==> config.mk <==
export PLATFORM = sky130hd
export DESIGN_NAME = alu_signature_analyzer
export DESIGN_NICKNAME = d
export VERILOG_FILES = /design/src/rtl/alu_signature_analyzer.sv
export SDC_FILE = /design/constraint.sdc
export NUM_CORES = 1
export LEC_CHECK = 0
export CAP_MARGIN = 30
export CORE_MARGIN = 10
export CORE_UTILIZATION = 30
export DETAILED_ROUTE_END_ITERATION = 7
export PLACE_DENSITY = 0.54
export SLEW_MARGIN = 40
export SYNTH_ARGS = -nofsm -noshare
export SYNTH_HDL_FRONTEND = slang
export SYNTH_SLANG_ARGS = --single-unit
==> constraint.sdc <==
create_clock -name clk -period 2 [get_ports clk]
set_clock_uncertainty 0.15 [all_clocks]
set_input_delay 0.3 -clock clk [delete_from_list [all_inputs] [get_ports clk]]
set_output_delay 0.3 -clock clk [all_outputs]
set_load 0.01 [all_outputs]
==> src/rtl/alu_signature_analyzer.sv <==
// Multiple-input signature register (MISR) that compresses CYCLES valid ALU results
// and compares the final signature against a golden value.
module alu_signature_analyzer #(
    parameter int             N      = 4,
    parameter int             CYCLES = 10,
    parameter logic [N-1:0]   POLY   = 4'b0011,
    parameter logic [N-1:0]   SEED   = '0,
    parameter logic [N-1:0]   GOLDEN = '0
) (
    input  logic         clk,
    input  logic         rst,
    input  logic         start,
    input  logic         din_valid,
    input  logic [N-1:0] din,
    output logic         busy,
    output logic         done,
    output logic         pass,
    output logic [N-1:0] sig,
    output logic [7:0]   count
);

    typedef enum logic [1:0] {IDLE, CAPTURE, DONE} state_t;

    state_t       state;
    logic [N-1:0] next_sig;
    logic         last;

    // Shift left, fold the dropped MSB back through the taps, then absorb din.
    assign next_sig = {sig[N-2:0], 1'b0} ^ (sig[N-1] ? POLY : '0) ^ din;
    assign last     = (count == 8'(CYCLES - 1));

    always_ff @(posedge clk) begin
        if (!rst) begin
            state <= IDLE;
            sig   <= SEED;
            count <= '0;
            busy  <= 1'b0;
            done  <= 1'b0;
            pass  <= 1'b0;
        end else begin
            case (state)
                IDLE, DONE: begin
                    if (start) begin
                        state <= CAPTURE;
                        sig   <= SEED;
                        count <= '0;
                        busy  <= 1'b1;
                        done  <= 1'b0;
                        pass  <= 1'b0;
                    end
                end
                CAPTURE: begin
                    if (din_valid) begin
                        sig   <= next_sig;
                        count <= count + 8'd1;
                        if (last) begin
                            state <= DONE;
                            busy  <= 1'b0;
                            done  <= 1'b1;
                            pass  <= (next_sig == GOLDEN);
                        end
                    end
                end
                default: begin
                    state <= IDLE;
                    busy  <= 1'b0;
                    done  <= 1'b0;
                    pass  <= 1'b0;
                end
            endcase
        end
    end

endmodule

==> out/summary.md, run 1 <==
• final antenna diode count: 0
• CTS tree: built
• Tightest Pin Transition: 0.356 ns
• GPL Wtd Cong: 0.740
• critical path start-end classification: reg2reg
• number of distinct library cell variants in the gate-level netlist after synthesis: 31
• deepest level of the CTS H-tree: 1
• clock sink total: 16
• maximum number of pins on one net before global-route repair: 13
• Initial Util: 0.317
• cell total after placement: 142
• total core area: 2520 µm²
• non-filler instance count after layout: 145
• number of flops mapped to enable cells by yosys: 0
• class of the tightest hold or removal check: reg2reg
• Routed wire per std cell: 13.7 µm
• number of failing hold endpoints at the final stage: 0
• count of final max-slew check failures: 0
• buffer cell driving the clock tree root: clkbuf_4
• R2R Setup Slk: 0.10 ns
• worst setup slack after placement: 0.0398 ns
• type of element capturing the critical path: flip-flop
• WHS Endpoint: pass
• share of the clock period used by the worst path after layout: 0.948
• via count of the routed design: 721
• setup ws final: 0.105 ns
• post-CTS setup buffers: 0
• Congestion Overflow GR: 0
• Routed WL: 1980 µm
• synthesized area per cell: 9.20 µm²
• shortest clock period the worst path allows after layout: 1.90 ns
• top-level port count: 23
• most instantiated flip-flop cell in the synthesis netlist: dfxtp_1
• finished layout cell area: 1110 µm²
• start of the worst register-to-register path: count[5]
• static leakage: 0.393 nW
• Total GRT Usage: 0.0788
• number of synthesized register bits: 16
• # hold bufs at CTS: 0
• CTS max path bufs: 2
• number of global-route vias before repair: 699
• DIE HEIGHT: 71.7 µm
• clock buffer count from CTS: 3
• remaining antenna violation count: 0
• number of antenna violations at the first check in global routing: 0
• Worst slew margin: 0.762
• synthesized area: 801 µm²
• DP Wirelength: 1560 µm
• cell count after synthesis: 87
• setup repair after global routing missed its margin: no
• power density of the placed cells: 541 nW/µm²
• fraction of layout instances using a drive strength above 1: 0.139
• Min Hold Slack: 0.339 ns
• number of remaining DRC errors: 0
• Max Fclk: 528 MHz
• launch point of the worst hold path: pass
• Sum Neg Setup Slack: 0 ns
• number of nets in the layout: 127
• via density per instance: 4.97
• number of gates given a new drive strength after cts: 0
• Std-Cell Rows: 18
• status: complete, no violations
• required time of the critical path: 2.09 ns
• DRT Pass-1 Iters: 4
• Die Footprint: 5140 µm²
• Detailed Route Iter0 Violations: 13
• Post-synth ARST share: 0
• worst ir drop on vdd: 0.000430 V
• Finish-stage setup viols: 0
• worst skew pair latency: 0.29 ns
• PortBufs: 22
• maximum net fanout on the critical path: 5
• clock-pin slew reported for the worst setup and hold paths after clock tree synthesis: 0.10 ns
• synthesis-to-finish area growth: 39.1%
• post-synthesis sequential area ratio: 0.400
• net count after synthesis: 97
• Syn. warnings: 0
• critical path arrival: 1.99 ns
• type of origin of the critical path: flip-flop
• wire length of the first global-routing pass: 3290 µm
• die boundary width: 71.7 µm
• endpoint of the lowest-slack register-to-register path: pass
• placed instance area: 1090 µm²
• maxcap violations: 0
• number of cells traversed by the worst register-to-register path: 4
• Hold Path Depth: 1
through the flow:
stage / power [W] / util
finish: 0.000602 / 0.441
global route: 0.000631 / 0.441
CTS: 0.000609 / 0.441
detailed placement: 0.000435 / 0.433
global placement: 0.000436 / 0.433
floorplan: 0.000386 / -
critical path, cell delays in order (launching register included):
cell	delay (ns)
dfxtp_1	0.36
or4_4	0.56
or4b_4	0.50
nor3_2	0.18
a31o_1	0.10
sequential cells by signal (all words and copies together), names as in the netlist:
signal  cells
busy        1
count       8
pass        1
sig         4
state       2
per-layer routing:
metal  wire length, µm  vias to the layer above  track usage
met5                 0                        -            0
met4                57                        0       0.0581
met3               166                        5       0.0303
met2               862                       19        0.116
met1               897                      332       0.0905
li1                  -                      365            -
synthesized netlist by cell type (all sizes together), types with 2 or more instances:
library cell | number | area share
a21boi | 5 | 0.047
o2111ai | 3 | 0.033
nor2 | 9 | 0.042
dfxtp | 16 | 0.40
and2 | 3 | 0.025
ha | 2 | 0.031
nand3 | 3 | 0.019
nor2b | 3 | 0.023
o21ai | 6 | 0.038
a21oi | 2 | 0.013
xor2 | 6 | 0.066
o211ai | 2 | 0.019
or3b | 2 | 0.022
xnor2 | 5 | 0.055
clkbuf | 3 | 0.016
nand2 | 5 | 0.023
and4 | 2 | 0.023
worst max-delay path by stage:
stage	from	endpoint	depth (start not counted)	slack (ns)
2_1_floorplan	count[5]	pass	4	0.15
3_3_place_gp	din_valid	pass	5	0.06
3_5_place_dp	din_valid	pass	5	0.04
4_1_cts	count[5]	pass	4	0.1
5_1_grt	count[5]	pass	4	0.03
6_report	count[5]	pass	4	0.10
area by class of cell:
| class | instances | area (µm²) |
|---|---|---|
| Clock buffer | 3 | 22.5 |
| Fill cell | 270 | 1410 |
| Tap cell | 30 | 37.5 |
| Inverter | 1 | 3.75 |
| Sequential cell | 16 | 320 |
| Timing Repair Buffer | 28 | 265 |
| Multi-Input combinational cell | 67 | 464 |
cell families (layout without fill, tap and decap cells):
kind of cell	after synthesis	count (layout)	share of synthesized area
compound gates	19	19	0.159
xor+xnor	11	11	0.120
fa+ha+maj	2	2	0.0312
buf+inv	4	32	0.0203
flops	16	16	0.400
simple gates	35	35	0.269
cells in the final DEF, fill, tap and decap left out, drive strengths merged:
master / instances
clkdlybuf4s50: 22
o211ai: 2
and4: 2
or4b: 1
nand2: 5
dfxtp: 16
inv: 1
or3b: 2
nand4: 1
nand3b: 1
a21oi: 2
nand3: 3
xor2: 6
ha: 2
nand2b: 1
o21ai: 6
buf: 6
and3b: 1
o2111ai: 3
nand4b: 1
or4: 1
and2: 3
nor3: 1
nor2: 9
xnor2: 5
a31o: 1
clkbuf: 3
nor2b: 3
a21boi: 5
where the power goes:
group          leakage [nW]  switching [W]  internal (W)
combinational         0.249      0.0000426     0.0000498
sequential            0.130     0.00000888      0.000326
clock                0.0138       0.000105     0.0000701
No activity file was read; power rests on OpenSTA's default activity.
==> run 2, diff against run 1 <==
--- a/config.mk
+++ b/config.mk
@@ -8,8 +8,10 @@
 export CAP_MARGIN = 30
 export CORE_MARGIN = 10
 export CORE_UTILIZATION = 30
+export CTS_CLUSTER_SIZE = 14
 export DETAILED_ROUTE_END_ITERATION = 7
-export PLACE_DENSITY = 0.54
+export DONT_BUFFER_PORTS = 1
+export PLACE_DENSITY = 0.43
 export SLEW_MARGIN = 40
 export SYNTH_ARGS = -nofsm -noshare
 export SYNTH_HDL_FRONTEND = slang
==> run 2 against run 1 <==
  * Utilization down 6.3 points
  * Via count down 9.2%
  * Sequential power about the same
  * Flip-flop and latch count unchanged
  * Setup slack better by 0.067 ns
  * Critical path type unchanged
  * Largest power group unchanged
  * Highest routed layer unchanged
==> out/summary.md, run 2 (same netlist as run 1, synthesis figures left out) <==
• status: complete, no violations
• critical path start-end classification: reg2reg
• endpoint of the lowest-slack register-to-register path: pass
• maximum number of pins on one net before global-route repair: 11, -2
• DP Wirelength: 1620 µm, +3.7%
• maxcap violations: 0, unchanged
• CTS max path bufs: 2, unchanged
• commonest non-fill, non-tap cell in the layout: dfxtp_1
• max FFs per register: 8, unchanged
• Detailed Route Iter0 Violations: 15, +2
• critical path arrival: 1.92 ns, -0.07 ns
• power density of the placed cells: 652 nW/µm², +21%
• static leakage: 0.354 nW, -9.9%
• commonest cells after routing, fill and taps aside: 16 x dfxtp_1, 11 x buf_4, 9 x nor2_1
• Finish-stage setup viols: 0, unchanged
• wire length of the first global-routing pass: 3410 µm, +3.6%
• share of the clock period used by the worst path after layout: 0.914, -0.0334
• PortBufs: 0, -100%
• Hold Path Depth: 3, +2
• via count of the routed design: 655, -9.2%
• power after layout: 0.000622 W, +3.4%
• type of origin of the critical path: flip-flop
• launch point of the worst hold path: start
• shortest clock period the worst path allows after layout: 1.83 ns, -0.0668 ns
• Sum Neg Setup Slack: 0 ns, unchanged
• required time of the critical path: 2.09 ns, about the same
• Tightest Pin Transition: 0.321 ns, -0.0356 ns
• fraction of layout instances using a drive strength above 1: 0.220, +0.0809
• WHS Endpoint: state[1]
• DRT Pass-1 Iters: 4, unchanged
• clock buffer count from CTS: 3, unchanged
• top-level port count: 23, unchanged
• remaining antenna violation count: 0, unchanged
• GPL Wtd Cong: 0.732, -1.1%
• number of failing hold endpoints at the final stage: 0, unchanged
• synthesis-to-finish area growth: 19.2%
• deepest level of the CTS H-tree: 1, unchanged
• Largest regs: count: 8 flops, sig: 4 flops, state: 2 flops
• via density per instance: 5.04, +1.3%
• Initial Util: 0.317, unchanged
• Total GRT Usage: 0.0825, +0.00376
• Worst slew margin: 0.786, +0.0237
• Routed wire per std cell: 15.8 µm, +16%
• number of nets in the layout: 111, -13%
• class of the tightest hold or removal check: in2reg
• Routed WL: 2060 µm, +3.8%
• Congestion Overflow GR: 0, unchanged
• type of element capturing the critical path: flip-flop
• number of antenna violations at the first check in global routing: 0, unchanged
• worst ir drop on vdd: 0.000344 V, -20%
• worst skew pair latency: 0.29 ns, about the same
• number of remaining DRC errors: 0, unchanged
• clock sink total: 16, unchanged
• number of cells traversed by the worst register-to-register path: 4, unchanged
• buffer cell driving the clock tree root: clkbuf_4
• Die Footprint: 5140 µm², unchanged
• number of gates given a new drive strength after cts: 0, unchanged
• CTS tree: built
• Max Fclk: 547 MHz, +3.7%
• top register by number of flip-flops: count
• R2R Setup Slk: 0.17 ns, +0.07 ns
• count of final max-slew check failures: 0, unchanged
• clock-pin slew reported for the worst setup and hold paths after clock tree synthesis: 0.10 ns, about the same
• DIE HEIGHT: 71.7 µm, unchanged
• Std-Cell Rows: 18, unchanged
• number of global-route vias before repair: 652, -6.7%
• maximum net fanout on the critical path: 2, -3
• setup repair after global routing missed its margin: no
• die boundary width: 71.7 µm, unchanged
• total core area: 2520 µm², unchanged
• start of the worst register-to-register path: count[5]
• final antenna diode count: 0, unchanged
==> run 2: changes by cell type in the layout (fill, tap and decap cells not counted) <==
cell             change
buf_4                +5
clkbuf_8             +1
clkdlybuf4s50_1     -22
dlygate4sd3_1        +1
==> run 2: where the power goes <==
group	internal, W	switching [W]
Combinational	0.0000277	0.0000353
Sequential	0.000326	0.0000109
Clock	0.000111	0.000111
==> run 2: timing repair <==
| item | CTS | global route |
|---|---|---|
| buffers inserted | 0 | 0 |
| hold endpoints to repair | 10 | 0 |
| hold buffers | 1 | 0 |
==> run 2: layout make-up <==
| type | count | area (µm²) |
|---|---|---|
| Clock buffer | 4 | 36.3 |
| Sequential cell | 16 | 320 |
| Fill cell | 265 | 1570 |
| Tap cell | 30 | 37.5 |
| Inverter | 1 | 3.75 |
| Multi-Input combinational cell | 67 | 464 |
| Timing Repair Buffer | 12 | 92.6 |
==> run 2: worst max path at each step <==
stage,start,to,slack [ns]
floorplan,count[5],pass,0.15
global placement,count[5],pass,0.20
detailed placement,count[5],pass,0.18
CTS,count[5],pass,0.16
global route,count[5],pass,0.11
finish,count[5],pass,0.17
==> run 2: critical path, cell delays in order (launching register included) <==
cell     delay (ns)
dfxtp_1        0.32
or4_4          0.53
or4b_4         0.50
nor3_2         0.18
a31o_1         0.10
==> run 2: per-stage QoR <==
step	utilization	std cells	hold WS [ns]	cell area [µm²]	worst slack (ns)
after global placement	0.360	125	0.279	908	0.196
after global routing	0.378	130	0.0257	955	0.114
after CTS	0.378	130	0.0149	955	0.160
after floorplan	-	87	0.322	801	0.149
final	0.378	130	0.0304	955	0.172
after detailed placement	0.360	125	0.278	908	0.179
==> run 2: routing by layer <==
metal,routed length [µm],up-vias,GRT usage
li1,-,334,-
met5,0,-,0
met3,232,2,0.0537
met1,940,302,0.0963
met2,870,17,0.123
met4,14,0,0.0194
==> run 3, diff against run 2 <==
--- a/config.mk
+++ b/config.mk
@@ -8,6 +8,7 @@
 export CAP_MARGIN = 30
 export CORE_MARGIN = 10
 export CORE_UTILIZATION = 30
+export CTS_BUF_LIST = sky130_fd_sc_hd__clkbuf_4
 export CTS_CLUSTER_SIZE = 14
 export DETAILED_ROUTE_END_ITERATION = 7
 export DONT_BUFFER_PORTS = 1
==> run 3 against run 2 <==
  * Via count rose by 2.0%
  * Flip-flop and latch count did not move
  * Global-route usage fell by 0.083 points
  * Total power fell by 6.6%
  * Setup slack improved by 0.0010 ns
  * Largest cell class unchanged
  * Largest power group unchanged
==> out/summary.md, run 3 (same netlist as run 1, synthesis figures left out) <==
• status: complete, no violations
• Std-Cell Rows: 18, unchanged
• GPL Wtd Cong: 0.732, unchanged
• Routed wire per std cell: 15.9 µm, +0.44%
• setup repair after global routing missed its margin: no
• CTS tree: built
• number of global-route vias before repair: 646, -0.92%
• Initial Util: 0.317, unchanged
• DIE HEIGHT: 71.7 µm, unchanged
• deepest level of the CTS H-tree: 1, unchanged
• DP Wirelength: 1620 µm, unchanged
• Finish-stage setup viols: 0, unchanged
• Total GRT Usage: 0.0817, -0.000834
• number of antenna violations at the first check in global routing: 0, unchanged
• fraction of layout instances using a drive strength above 1: 0.210, -0.0100
• number of nets in the layout: 111, unchanged
• maximum number of pins on one net before global-route repair: 11, unchanged
• synthesis-to-finish area growth: 18.0%
• count of final max-slew check failures: 0, unchanged
• top-level port count: 23, unchanged
• Worst slew margin: 0.764, -0.0212
• via density per instance: 5.14, +2.0%
• non-filler instance count after layout: 130, unchanged
• remaining antenna violation count: 0, unchanged
• Congestion Overflow GR: 0, unchanged
• Largest regs: count: 8 flops, sig: 4 flops, state: 2 flops
• via count of the routed design: 668, +2.0%
• commonest non-fill, non-tap cell in the layout: dfxtp_1
• maximum net fanout on the critical path: 2, unchanged
• clock-pin slew reported for the worst setup and hold paths after clock tree synthesis: 0.10 ns, about the same
• Tightest Pin Transition: 0.352 ns, +0.0317 ns
• clock sink total: 16, unchanged
• shortest clock period the worst path allows after layout: 1.83 ns, -0.00103 ns
• maxcap violations: 0, unchanged
• static leakage: 0.348 nW, -1.6%
• cell total after placement: 125, unchanged
• power after layout: 0.000581 W, -6.6%
• footprint of the multi-input gates: 464 µm², unchanged
• Finished Core Util: 0.375, -0.00397
• type of element capturing the critical path: flip-flop
• Max Fclk: 547 MHz, about the same
• buffer cell driving the clock tree root: clkbuf_4
• number of remaining DRC errors: 0, unchanged
• placed instance area: 908 µm², unchanged
• finished layout cell area: 945 µm², -1.0%
• final antenna diode count: 0, unchanged
• Sum Neg Setup Slack: 0 ns, unchanged
• top register by number of flip-flops: count
• PortBufs: 0, unchanged
• share of the clock period used by the worst path after layout: 0.914, about the same
• critical path start-end classification: reg2reg
• wire length of the first global-routing pass: 3390 µm, -0.62%
• number of failing hold endpoints at the final stage: 0, unchanged
• power density of the placed cells: 615 nW/µm², -5.6%
• class of the tightest hold or removal check: in2reg
• required time of the critical path: 2.09 ns, about the same
• max FFs per register: 8, unchanged
• worst ir drop on vdd: 0.000423 V, +23%
• DRT Pass-1 Iters: 4, unchanged
• commonest cells after routing, fill and taps aside: 16 x dfxtp_1, 11 x buf_4, 9 x nor2_1
• type of origin of the critical path: flip-flop
• Die Footprint: 5140 µm², unchanged
• clock buffer count from CTS: 3, unchanged
• count of fill cells added during filler insertion: 266, +0.38%
• worst skew pair latency: 0.29 ns, about the same
• CTS max path bufs: 2, unchanged
• Detailed Route Iter0 Violations: 18, +3
• register cell area after layout: 320 µm², unchanged
• die boundary width: 71.7 µm, unchanged
• Routed WL: 2070 µm, +0.44%
• critical path arrival: 1.92 ns, about the same
• total core area: 2520 µm², unchanged
==> run 3: cell types whose count changed in the layout (fill, tap and decap cells not counted) <==
cell      change
clkinv_1      +1
clkbuf_8      -1
==> run 3: layer usage <==
layer | wire length (µm) | global-route usage
met5 | 0 | 0
met3 | 255 | 0.0537
met2 | 864 | 0.123
met4 | 14 | 0.0129
met1 | 933 | 0.0963
==> run 3: power breakdown <==
| part | switching (W) | internal (W) | leakage, nW |
|---|---|---|---|
| clock network | 0.000108 | 0.0000725 | 0.0154 |
| registers | 0.0000110 | 0.000326 | 0.130 |
| logic | 0.0000357 | 0.0000277 | 0.203 |
| total | 0.000155 | 0.000427 | 0.348 |
==> run 3: layout make-up <==
| cell class | count | share of cell area |
|---|---|---|
| clock buffers | 3 | 0.0238 |
| clock inverters | 1 | 0.00397 |
| inverters | 1 | 0.00397 |
| well taps | 30 | 0.0397 |
| flip-flops and latches | 16 | 0.339 |
| repair buffers | 12 | 0.0980 |
| multi-input cells | 67 | 0.491 |
==> run 3: final timing paths <==
| kind | startpoint | end | slack (ns) | cells after the start |
|---|---|---|---|---|
| min | start | state[1] | 0.03 | 3 |
| min reg2reg | sig[0] | sig[0] | 0.40 | 2 |
| max reg2reg | count[5] | pass | 0.17 | 4 |
| max | count[5] | pass | 0.17 | 4 |
==> run 3: critical path, stage by stage (launching register included) <==
cell and delay [ns]:
dfxtp_1 0.32, or4_4 0.53, or4b_4 0.50, nor3_2 0.17, a31o_1 0.10
==> run 3: timing repair <==
item / 4_1_cts / 5_1_grt
setup endpoints to repair: 0 / 0
gates resized for setup: 0 / 0
hold buffers: 1 / 0
hold endpoints to repair: 10 / 0
setup buffers: 0 / 0
==> run 3: metrics by stage <==
stage | worst slack, ns | hold WS, ns
floorplan | 0.149 | 0.322
global placement | 0.196 | 0.279
detailed placement | 0.179 | 0.278
CTS | 0.160 | 0.0222
global route | 0.114 | 0.0312
finish | 0.173 | 0.0329
